**src/rtl/dmem_arbiter_pkg.sv**
```systemverilog
`default_nettype none
// +------------------------------------------------------------------+
// | dmem_arbiter_pkg: shared types and defaults for the dmem arbiter |
// | Rev 1.0                                                          |
// +------------------------------------------------------------------+
package dmem_arbiter_pkg;

  localparam int c_DEPTH_DEFAULT    = 100;
  localparam int c_DATA_W_DEFAULT   = 32;
  localparam int c_ADDR_W_DEFAULT   = 32;
  localparam int c_MAX_WAIT_DEFAULT = 4;

  typedef enum logic [0:0] {
    CLEAR = 1'b0,
    READY = 1'b1
  } state_t;

  typedef enum logic [1:0] {
    OWN_NONE = 2'd0,
    OWN_CPU  = 2'd1,
    OWN_DMA  = 2'd2
  } owner_t;

endpackage
`default_nettype wire

```
**src/rtl/dmem_arbiter_if.sv**
```systemverilog
`default_nettype none
// +------------------------------------------------------------------+
// | dmem_arbiter_if: core, DMA and memory-port bundle of the arbiter |
// | Rev 1.0                                                          |
// +------------------------------------------------------------------+
interface dmem_arbiter_if
  import dmem_arbiter_pkg::*;
#(
  parameter int DATA_W = c_DATA_W_DEFAULT,
  parameter int ADDR_W = c_ADDR_W_DEFAULT
) ();

  logic              cpu_en;
  logic              cpu_we;
  logic [ADDR_W-1:0] cpu_addr;
  logic [DATA_W-1:0] cpu_wdata;
  logic [DATA_W-1:0] cpu_rdata;
  logic              cpu_stall;

  logic              dma_req;
  logic              dma_we;
  logic [ADDR_W-1:0] dma_addr;
  logic [DATA_W-1:0] dma_wdata;
  logic              dma_gnt;
  logic              dma_rvalid;
  logic [DATA_W-1:0] dma_rdata;
  logic              dma_err;

  logic              mem_we;
  logic [ADDR_W-1:0] mem_addr;
  logic [DATA_W-1:0] mem_wdata;
  logic [DATA_W-1:0] mem_rdata;

  logic              init_done;

  modport slave (
    input  cpu_en, cpu_we, cpu_addr, cpu_wdata,
    output cpu_rdata, cpu_stall,
    input  dma_req, dma_we, dma_addr, dma_wdata,
    output dma_gnt, dma_rvalid, dma_rdata, dma_err,
    output mem_we, mem_addr, mem_wdata,
    input  mem_rdata,
    output init_done
  );

  modport master (
    output cpu_en, cpu_we, cpu_addr, cpu_wdata,
    input  cpu_rdata, cpu_stall,
    output dma_req, dma_we, dma_addr, dma_wdata,
    input  dma_gnt, dma_rvalid, dma_rdata, dma_err,
    input  mem_we, mem_addr, mem_wdata,
    output mem_rdata,
    input  init_done
  );

endinterface
`default_nettype wire

```
**src/rtl/dmem_arbiter_wait_counter.sv**
```systemverilog
`default_nettype none
// +------------------------------------------------------------------+
// | dmem_arbiter_wait_counter: saturating DMA denial counter          |
// | Rev 1.0                                                          |
// +------------------------------------------------------------------+
module dmem_arbiter_wait_counter #(
  parameter int MAX_WAIT = 4
) (
  input  wire logic clk,
  input  wire logic rst,
  input  wire logic i_inc,
  input  wire logic i_clr,
  output logic      o_sat
);

  localparam int c_CNT_W = (MAX_WAIT < 1) ? 1 : $clog2(MAX_WAIT + 1);
  localparam logic [c_CNT_W-1:0] c_MAX = c_CNT_W'(MAX_WAIT);

  logic [c_CNT_W-1:0] r_count;

  always_ff @(posedge clk or posedge rst) begin
    if (rst) begin
      r_count <= '0;
    end else if (i_clr) begin
      r_count <= '0;
    end else if (i_inc && (r_count != c_MAX)) begin
      r_count <= r_count + 1'b1;
    end
  end

  assign o_sat = (r_count == c_MAX);

endmodule
`default_nettype wire

```
**src/rtl/dmem_arbiter.sv**
```systemverilog
`default_nettype none
// +------------------------------------------------------------------+
// | dmem_arbiter: zero-fills data memory, then shares its single port |
// | between the core (priority) and DMA (bounded wait). Rev 1.0      |
// +------------------------------------------------------------------+
module dmem_arbiter
  import dmem_arbiter_pkg::*;
#(
  parameter int DEPTH    = c_DEPTH_DEFAULT,
  parameter int DATA_W   = c_DATA_W_DEFAULT,
  parameter int ADDR_W   = c_ADDR_W_DEFAULT,
  parameter int MAX_WAIT = c_MAX_WAIT_DEFAULT
) (
  input wire logic      clk,
  input wire logic      rst,
  dmem_arbiter_if.slave bus
);

  localparam int                c_CLR_W   = (DEPTH < 2) ? 1 : $clog2(DEPTH);
  localparam logic [c_CLR_W-1:0] c_LAST   = c_CLR_W'(DEPTH - 1);
  localparam logic [ADDR_W-1:0]  c_DEPTH_A = ADDR_W'(DEPTH);

  state_t              r_state;
  state_t              w_state_nxt;
  logic [c_CLR_W-1:0]  r_clr_cnt;
  logic                r_init_done;

  owner_t              w_owner;
  logic                w_cpu_stall;
  logic                w_dma_gnt;
  logic                w_wait_inc;
  logic                w_wait_clr;
  logic                w_wait_sat;
  logic                w_clr_wr;

  logic                w_cpu_in_range;
  logic                w_dma_in_range;
  logic                w_mem_we;
  logic [ADDR_W-1:0]   w_mem_addr;
  logic [DATA_W-1:0]   w_mem_wdata;

  logic                r_dma_rvalid;
  logic                r_dma_err;
  logic [DATA_W-1:0]   r_dma_rdata;

  assign w_cpu_in_range = (bus.cpu_addr < c_DEPTH_A);
  assign w_dma_in_range = (bus.dma_addr < c_DEPTH_A);

  // State register
  always_ff @(posedge clk or posedge rst) begin
    if (rst) begin
      r_state <= CLEAR;
    end else begin
      r_state <= w_state_nxt;
    end
  end

  // Next-state logic: leave CLEAR once the last word has been written
  always_comb begin
    w_state_nxt = r_state;
    if ((r_state == CLEAR) && (r_clr_cnt == c_LAST)) begin
      w_state_nxt = READY;
    end
  end

  // Output logic: port ownership and handshakes
  always_comb begin
    w_owner     = OWN_NONE;
    w_cpu_stall = 1'b0;
    w_dma_gnt   = 1'b0;
    w_wait_inc  = 1'b0;
    w_wait_clr  = 1'b0;
    w_clr_wr    = 1'b0;
    if (rst) begin
      w_cpu_stall = 1'b1;
    end else if (r_state == CLEAR) begin
      w_cpu_stall = 1'b1;
      w_clr_wr    = 1'b1;
    end else if (bus.dma_req && w_wait_sat) begin
      w_owner     = OWN_DMA;
      w_cpu_stall = bus.cpu_en;
      w_dma_gnt   = 1'b1;
      w_wait_clr  = 1'b1;
    end else if (bus.cpu_en) begin
      w_owner     = OWN_CPU;
      w_wait_inc  = bus.dma_req;
    end else if (bus.dma_req) begin
      w_owner     = OWN_DMA;
      w_dma_gnt   = 1'b1;
      w_wait_clr  = 1'b1;
    end else begin
      w_wait_clr  = 1'b1;
    end
  end

  always_ff @(posedge clk or posedge rst) begin
    if (rst) begin
      r_clr_cnt   <= '0;
      r_init_done <= 1'b0;
    end else if (r_state == CLEAR) begin
      if (r_clr_cnt == c_LAST) begin
        r_clr_cnt   <= '0;
        r_init_done <= 1'b1;
      end else begin
        r_clr_cnt <= r_clr_cnt + 1'b1;
      end
    end
  end

  dmem_arbiter_wait_counter #(
    .MAX_WAIT (MAX_WAIT)
  ) u_wait_counter (
    .clk   (clk),
    .rst   (rst),
    .i_inc (w_wait_inc),
    .i_clr (w_wait_clr),
    .o_sat (w_wait_sat)
  );

  // Memory port mux; out-of-range writes never reach the array
  always_comb begin
    w_mem_we    = 1'b0;
    w_mem_addr  = '0;
    w_mem_wdata = '0;
    unique case (w_owner)
      OWN_CPU: begin
        w_mem_we    = bus.cpu_we && w_cpu_in_range;
        w_mem_addr  = bus.cpu_addr;
        w_mem_wdata = bus.cpu_wdata;
      end
      OWN_DMA: begin
        w_mem_we    = bus.dma_we && w_dma_in_range;
        w_mem_addr  = bus.dma_addr;
        w_mem_wdata = bus.dma_wdata;
      end
      default: begin
        if (w_clr_wr) begin
          w_mem_we   = 1'b1;
          w_mem_addr = ADDR_W'(r_clr_cnt);
        end
      end
    endcase
  end

  always_ff @(posedge clk or posedge rst) begin
    if (rst) begin
      r_dma_rvalid <= 1'b0;
      r_dma_err    <= 1'b0;
      r_dma_rdata  <= '0;
    end else begin
      r_dma_rvalid <= w_dma_gnt && !bus.dma_we;
      r_dma_err    <= w_dma_gnt && !w_dma_in_range;
      if (w_dma_gnt && !bus.dma_we) begin
        r_dma_rdata <= w_dma_in_range ? bus.mem_rdata : '0;
      end
    end
  end

  assign bus.mem_we     = w_mem_we;
  assign bus.mem_addr   = w_mem_addr;
  assign bus.mem_wdata  = w_mem_wdata;
  assign bus.cpu_rdata  = ((w_owner == OWN_CPU) && w_cpu_in_range) ? bus.mem_rdata : '0;
  assign bus.cpu_stall  = w_cpu_stall;
  assign bus.dma_gnt    = w_dma_gnt;
  assign bus.dma_rvalid = r_dma_rvalid;
  assign bus.dma_err    = r_dma_err;
  assign bus.dma_rdata  = r_dma_rdata;
  assign bus.init_done  = r_init_done;

endmodule
`default_nettype wire
```
**src/flat_wrapper.sv**
```systemverilog
// flat-port wrapper written by rule: the top's interface ports become plain ports
module dmem_arbiter_flat import dmem_arbiter_pkg::*;
#(
  parameter int DEPTH    = c_DEPTH_DEFAULT,
  parameter int DATA_W   = c_DATA_W_DEFAULT,
  parameter int ADDR_W   = c_ADDR_W_DEFAULT,
  parameter int MAX_WAIT = c_MAX_WAIT_DEFAULT
)
  (clk, rst, bus_cpu_en, bus_cpu_we, bus_cpu_addr, bus_cpu_wdata, bus_cpu_rdata, bus_cpu_stall, bus_dma_req, bus_dma_we, bus_dma_addr, bus_dma_wdata, bus_dma_gnt, bus_dma_rvalid, bus_dma_rdata, bus_dma_err, bus_mem_we, bus_mem_addr, bus_mem_wdata, bus_mem_rdata, bus_init_done);
  dmem_arbiter_if #(.DATA_W(DATA_W), .ADDR_W(ADDR_W)) bus_i ();
  input wire logic clk;
  input wire logic rst;
  input wire logic [$bits(bus_i.cpu_en)-1:0] bus_cpu_en;
  input wire logic [$bits(bus_i.cpu_we)-1:0] bus_cpu_we;
  input wire logic [$bits(bus_i.cpu_addr)-1:0] bus_cpu_addr;
  input wire logic [$bits(bus_i.cpu_wdata)-1:0] bus_cpu_wdata;
  output wire logic [$bits(bus_i.cpu_rdata)-1:0] bus_cpu_rdata;
  output wire logic [$bits(bus_i.cpu_stall)-1:0] bus_cpu_stall;
  input wire logic [$bits(bus_i.dma_req)-1:0] bus_dma_req;
  input wire logic [$bits(bus_i.dma_we)-1:0] bus_dma_we;
  input wire logic [$bits(bus_i.dma_addr)-1:0] bus_dma_addr;
  input wire logic [$bits(bus_i.dma_wdata)-1:0] bus_dma_wdata;
  output wire logic [$bits(bus_i.dma_gnt)-1:0] bus_dma_gnt;
  output wire logic [$bits(bus_i.dma_rvalid)-1:0] bus_dma_rvalid;
  output wire logic [$bits(bus_i.dma_rdata)-1:0] bus_dma_rdata;
  output wire logic [$bits(bus_i.dma_err)-1:0] bus_dma_err;
  output wire logic [$bits(bus_i.mem_we)-1:0] bus_mem_we;
  output wire logic [$bits(bus_i.mem_addr)-1:0] bus_mem_addr;
  output wire logic [$bits(bus_i.mem_wdata)-1:0] bus_mem_wdata;
  input wire logic [$bits(bus_i.mem_rdata)-1:0] bus_mem_rdata;
  output wire logic [$bits(bus_i.init_done)-1:0] bus_init_done;
  assign bus_i.cpu_en = bus_cpu_en;
  assign bus_i.cpu_we = bus_cpu_we;
  assign bus_i.cpu_addr = bus_cpu_addr;
  assign bus_i.cpu_wdata = bus_cpu_wdata;
  assign bus_cpu_rdata = bus_i.cpu_rdata;
  assign bus_cpu_stall = bus_i.cpu_stall;
  assign bus_i.dma_req = bus_dma_req;
  assign bus_i.dma_we = bus_dma_we;
  assign bus_i.dma_addr = bus_dma_addr;
  assign bus_i.dma_wdata = bus_dma_wdata;
  assign bus_dma_gnt = bus_i.dma_gnt;
  assign bus_dma_rvalid = bus_i.dma_rvalid;
  assign bus_dma_rdata = bus_i.dma_rdata;
  assign bus_dma_err = bus_i.dma_err;
  assign bus_mem_we = bus_i.mem_we;
  assign bus_mem_addr = bus_i.mem_addr;
  assign bus_mem_wdata = bus_i.mem_wdata;
  assign bus_i.mem_rdata = bus_mem_rdata;
  assign bus_init_done = bus_i.init_done;
  dmem_arbiter #(.DEPTH(DEPTH), .DATA_W(DATA_W), .ADDR_W(ADDR_W), .MAX_WAIT(MAX_WAIT)) u_core (.clk(clk), .rst(rst), .bus(bus_i));
endmodule
```
**config.mk**
```make
export PLATFORM = sky130hd
export DESIGN_NAME = dmem_arbiter_flat
export DESIGN_NICKNAME = d
export VERILOG_FILES = /design/src/rtl/dmem_arbiter_pkg.sv /design/src/rtl/dmem_arbiter_if.sv /design/src/rtl/dmem_arbiter_wait_counter.sv /design/src/rtl/dmem_arbiter.sv /design/src/flat_wrapper.sv
export SDC_FILE = /design/constraint.sdc
export NUM_CORES = 1
export LEC_CHECK = 0
export CAP_MARGIN = 20
export CORE_AREA = 2 2 115 117
export CTS_CLUSTER_DIAMETER = 40
export CTS_CLUSTER_SIZE = 25
export DETAILED_ROUTE_END_ITERATION = 16
export DIE_AREA = 0 0 117 119
export GPL_TIMING_DRIVEN = 1
export MAX_ROUTING_LAYER = met4
export PLACE_DENSITY = 0.82
export SLEW_MARGIN = 0
export SYNTH_ARGS = -nofsm -noshare
export SYNTH_HDL_FRONTEND = slang
export SYNTH_SLANG_ARGS = --single-unit
```
**constraint.sdc**
```tcl
create_clock -name clk -period 2.9 [get_ports clk]
set_input_delay 0.58 -clock clk [delete_from_list [all_inputs] [get_ports clk]]
set_output_delay 0.58 -clock clk [all_outputs]
set_load 0.01 [all_outputs]
```
# == Yosys cells after proc, flatten, opt, wreduce, memory -nomap -nowiden ==
# Index checks and enable logic that the tools add are counted.
# classes
bitwise_logic,1
reduce_logical,12
order_cmp,2
muxes,33
n_eq_ne,5
add_sub_neg,2
# ops
cell,n
32-bit one-hot mux with 2 select lines,2
32-bit by 7-bit less-than comparator with 1-bit output (second input constant),2
32-bit two-way mux,2
1-bit two-way mux,19
7-bit two-way mux,2
2-bit two-way mux,5
1-bit logical AND,8
7-bit by 1-bit adder with 7-bit output (second input constant),1
7-bit == test (second input constant),1
3-bit two-way mux,2
3-bit by 1-bit adder with 3-bit output (second input constant),1
3-bit == test (second input constant),1
3-bit != test (second input constant),1
2-bit by 1-bit == test with 1-bit output (second input constant),1
2-bit == test (second input constant),1
1-bit zero test,2
1-bit one-hot mux with 2 select lines,1
2-bit AND reduction,1
2-bit nonzero test,1
1-bit inverter,1
# word_totals
elab_cells,62
out_inout_bits,134
ff_bits,46
in_bits,166

# == Depth between registers and ports, before layout ==
# logic_depth
word_depth,8
mapped_depth,10
mapped_depth_nobuf,9

# == By module ==
# Synthesis repeated with hierarchy kept, for this count alone.
# unflattened
hier_cells,430
hier_area_um2,3364.5
# by_module_without_submodules
module,area_each_um2,instances,seq_area_each_um2,cells_per_inst
dmem_arbiter,3163.0,1,1051.0,411
dmem_arbiter_wait_counter,201.4,1,75.1,19

# == Worst setup path before layout ==
# OpenSTA, ideal clock, no wires.
# synth_timing
kind,flip-flop to output port
from,register u_core.bus.init_done (netlist name)
to,output bus_cpu_rdata[10]
required_ps,2320
path_slack_ps,206
stages_incl_launch_ff,10
n_path_buf,2
arrival_time_ps,2114
cell_sequence,dfrtp_1 -> buf_2 -> nor2b_1 -> and3_1 -> ha_1 -> nor4b_1 -> nand4_1 -> nor3_2 -> clkbuf_1 -> and2_1
# synth_lines
element,line_no,rtl
"end, declared",flat_wrapper.sv:17,output wire logic [$bits(bus_i.cpu_rdata)-1:0] bus_cpu_rdata;

# == Final worst setup path ==
# layout_timing
from,input bus_cpu_addr[19]
to,output bus_mem_we
# layout_via
elab_chain_len,3
# layout_lines
element,line_no,rtl
"start, declared",flat_wrapper.sv:15,input wire logic [$bits(bus_i.cpu_addr)-1:0] bus_cpu_addr;
32-bit by 7-bit less-than comparator with 1-bit output,dmem_arbiter.sv:46,assign w_cpu_in_range = (bus.cpu_addr < c_DEPTH_A);
1-bit logical AND,dmem_arbiter.sv:127,w_mem_we = bus.cpu_we && w_cpu_in_range;
1-bit one-hot mux with 2 select lines,dmem_arbiter.sv:125,unique case (w_owner)
"end, declared",flat_wrapper.sv:27,output wire logic [$bits(bus_i.mem_we)-1:0] bus_mem_we;
# Every way passes these cells.

==> impl_metrics.env <==
export IMPL_finClkSkew_ns=0.00446
export IMPL_outcome="complete, but fails checks"
export IMPL_yosysWarnings=0
export IMPL_yosys_most_used_dff="dfrtp_1"
export IMPL_cp_required_ns=2.32
export IMPL_cp_max_fo=8
export IMPL_start_kind="primary input"
export IMPL_netlist_area_um2=3320
export IMPL_hold_viol_final=0
export IMPL_fin_ws_ns=-0.228
export IMPL_path_cells="clkdlybuf4s50_1 > nor4_1 > buf_4 > nand4_1 > nor3_4 > buf_6 > buf_16 > a221o_1 > buf_2"
export IMPL_synth_async_reset_ratio_pct=100
export IMPL_syn_area_per_cell_um2=7.81
export IMPL_fin_nets=970
export IMPL_vdd_drop_max_v=0.000229
export IMPL_clk_pin_slew_ns=0.06
export IMPL_num_vias=4806
export IMPL_switchingPower_uw=341
export IMPL_max_freq_mhz=320
export IMPL_cts_buffer_depth=2
export IMPL_wl_per_cell_um=17.7
export IMPL_ys_ff_latch=45
export IMPL_cts_buffers=5
export IMPL_dieArea_um2=13900
export IMPL_slew_violations=0
export IMPL_grt_total_usage_pct=23.2
export IMPL_drc=0
export IMPL_path_buf_inv=5
export IMPL_critPathMaxStageDelay_ns=0.45
export IMPL_ioPinCount=300
export IMPL_clkPwrFrac_pct=39.4
export IMPL_cts_sinks=45
export IMPL_drt_wl_total_um=17300
export IMPL_rsz0062_at_grt="yes"
export IMPL_holdCritPathClass="primary input to async pin"
export IMPL_area_growth_pct=132
export IMPL_rows=42
export IMPL_io_buffers=299
export IMPL_setup_tns_ns=-7.38
export IMPL_die_w_um=117
export IMPL_ant_nets=0
export IMPL_crit_family="buffers and inverters"
export IMPL_hpwl_um=12400
export IMPL_core_area_um2=12900
export IMPL_vias_per_cell=4.93
export IMPL_yosysUniqueCellTypes=43
export IMPL_crit_arrival_ns=2.55
export IMPL_violations="negative setup slack"
export IMPL_worst_hold_slack_ns=0.417
export IMPL_die_height_um=119
export IMPL_critPathKind="primary input to output port"
export IMPL_grt_pass1_vias=4543
export IMPL_syn_num_nets=596
export IMPL_critPathCaptureType="output port"
export IMPL_first_iter_violations=246
export IMPL_swShare_pct=21.4
export IMPL_antenna_found_initial=0
export IMPL_dr_pass1_iters=4
export IMPL_cts_root_buf="clkbuf_16"
export IMPL_fillers=1090
export IMPL_cpMaxStageDelayCell="clkdlybuf4s50_1"
export IMPL_synth_edff_count=0
export IMPL_seq_area_frac_synth_pct=33.9
export IMPL_htreeDepth=2
export IMPL_setup_viol=55
export IMPL_drive_gt1_share_pct=41.1
export IMPL_dp_slack_ns=-0.796
export IMPL_combinationalPowerShare_pct=21.3
export IMPL_p_seq_share_pct=39.3
export IMPL_min_period_ns=3.13
export IMPL_multi_input_comb_area_um2=2390
export IMPL_start_util_pct=25.8
export IMPL_p_int_mw=1.26
export IMPL_grt_pass1_wl_um=24300
export IMPL_grt_max_degree=34
export IMPL_gp_congestion=0.888
export IMPL_relSlewSlack_pct=60.5
export IMPL_num_antenna_cells=0
export IMPL_period_share_pct=108
export IMPL_seq_area_um2=1130
export IMPL_cts_tree="yes"
export IMPL_power_density_nw_per_um2=207
export IMPL_tightest_slew_ns=0.592
export IMPL_leakage_nw=3.15
export IMPL_grt_overflow=0
export IMPL_clock_latency_ns=0.29
export IMPL_max_cap_violations=0
export IMPL_synthCells=425
[cells by family (layout without fill, tap and decap cells)]
logic type,count (synthesis),after routing,synth area share (%)
AO/OA/AOI/OAI,115,115,26.4
XOR/XNOR,4,4,1.06
adder cells (fa/ha/maj),5,5,1.88
buffers and inverters,42,416,5.58
flip-flops,45,45,33.9
multiplexers,2,2,0.641
AND/OR/NAND/NOR,212,212,30.5
[worst paths after layout]
path,start,endpoint,slack (ns),depth (start not counted)
setup / recovery,bus_cpu_addr[19],bus_mem_we,-0.23,9
hold / removal,rst,u_core.u_wait_counter.r_count[2],0.42,3
setup reg to reg,u_core.bus.init_done,u_core.bus.dma_rdata[18],0.89,8
hold reg to reg,u_core.bus.dma_rdata[5],u_core.bus.dma_rdata[5],0.47,2
max in group asynchronous,rst,u_core.bus.init_done,1.90,4
min in group clk,u_core.bus.dma_rdata[5],u_core.bus.dma_rdata[5],0.47,2
[registers in the layout (all words and copies together) (netlist names)]
register                       count
u_core.bus.dma_err                 1
u_core.bus.dma_rdata              32
u_core.bus.dma_rvalid              1
u_core.r_clr_cnt                   7
u_core.bus.init_done               1
u_core.u_wait_counter.r_count      3
[synth_stat cells (all sizes together) (3+ instances only)]
master	number	share of area, %
buf	10	2.0
dfrtp	45	34
o21ai	44	10
nand2	79	8.9
nor2	65	7.4
inv	8	0.90
nand3	6	0.90
and3	3	0.57
or4	3	0.90
nand4	3	1.0
clkbuf	24	2.7
nor4	7	1.3
and2	33	6.2
a22oi	64	14
ha	5	1.9
nor2b	3	0.57
nor3	3	0.94
xnor2	3	0.79
[layer usage]
layer	track usage, %	vias to the layer above	part of all wire (%)
met5	-	-	0
li1	-	2245	-
met1	26.0	2288	37
met3	4.58	31	8.2
met4	8.01	0	2.7
met2	40.7	242	52
[worst register-to-register path, stage by stage (launching register included)]
cell	delay [ns]
dfrtp_1	0.41
buf_6	0.12
nand3b_1	0.09
buf_4	0.14
buf_4	0.12
a211o_1	0.28
inv_2	0.45
nand2_1	0.17
o21ai_2	0.15
[metrics by stage]
step / area (um2) / total power [mW] / std cells / utilization, %
2_1_floorplan: 3320 / 0.662 / 425 / -
3_3_place_gp: 6950 / 0.963 / 933 / 54.0
3_5_place_dp: 6950 / 0.963 / 933 / 54.0
4_1_cts: 7260 / 1.59 / 958 / 56.4
5_1_grt: 7710 / 1.65 / 975 / 59.9
6_report: 7710 / 1.60 / 975 / 59.9
[final cells by class]
| class | count | area share, % |
|---|---|---|
| timing repair buffer | 401 | 49.0 |
| tap | 176 | 2.86 |
| inverter | 8 | 0.422 |
| clock buffer | 5 | 1.62 |
| multi-input combinational | 338 | 31.1 |
| sequential | 45 | 14.6 |
| clock inverter | 2 | 0.455 |
[timing repair]
item                                   CTS  global route
gates resized for setup                332           185
hold buffers                             0             0
buffers inserted                        11            15
endpoints found under the hold margin    0             0
setup endpoints to repair               97            96
pin swaps                                5            29
gates cloned                             7             4
[power groups by stage]
stage                     sequential, mW  combinational, mW  clock, mW
after global routing               0.627              0.358      0.668
after CTS                          0.628              0.324      0.642
after detailed placement           0.639              0.324          0
after floorplan                    0.639             0.0227          0
final                              0.628              0.340      0.630
after global placement             0.639              0.323          0
[placed cells by master, fill, tap and decap left out, types with 16 or more instances in the layout]
cell,n
clkdlybuf4s50_1,199
buf_2,54
o21ai_2,30
nor2_1,64
a22oi_2,54
nand2_1,78
and2_1,16
clkbuf_2,26
buf_6,26
dfrtp_1,45
buf_4,67
and2_4,17
No activity file was read; power rests on OpenSTA's default activity.
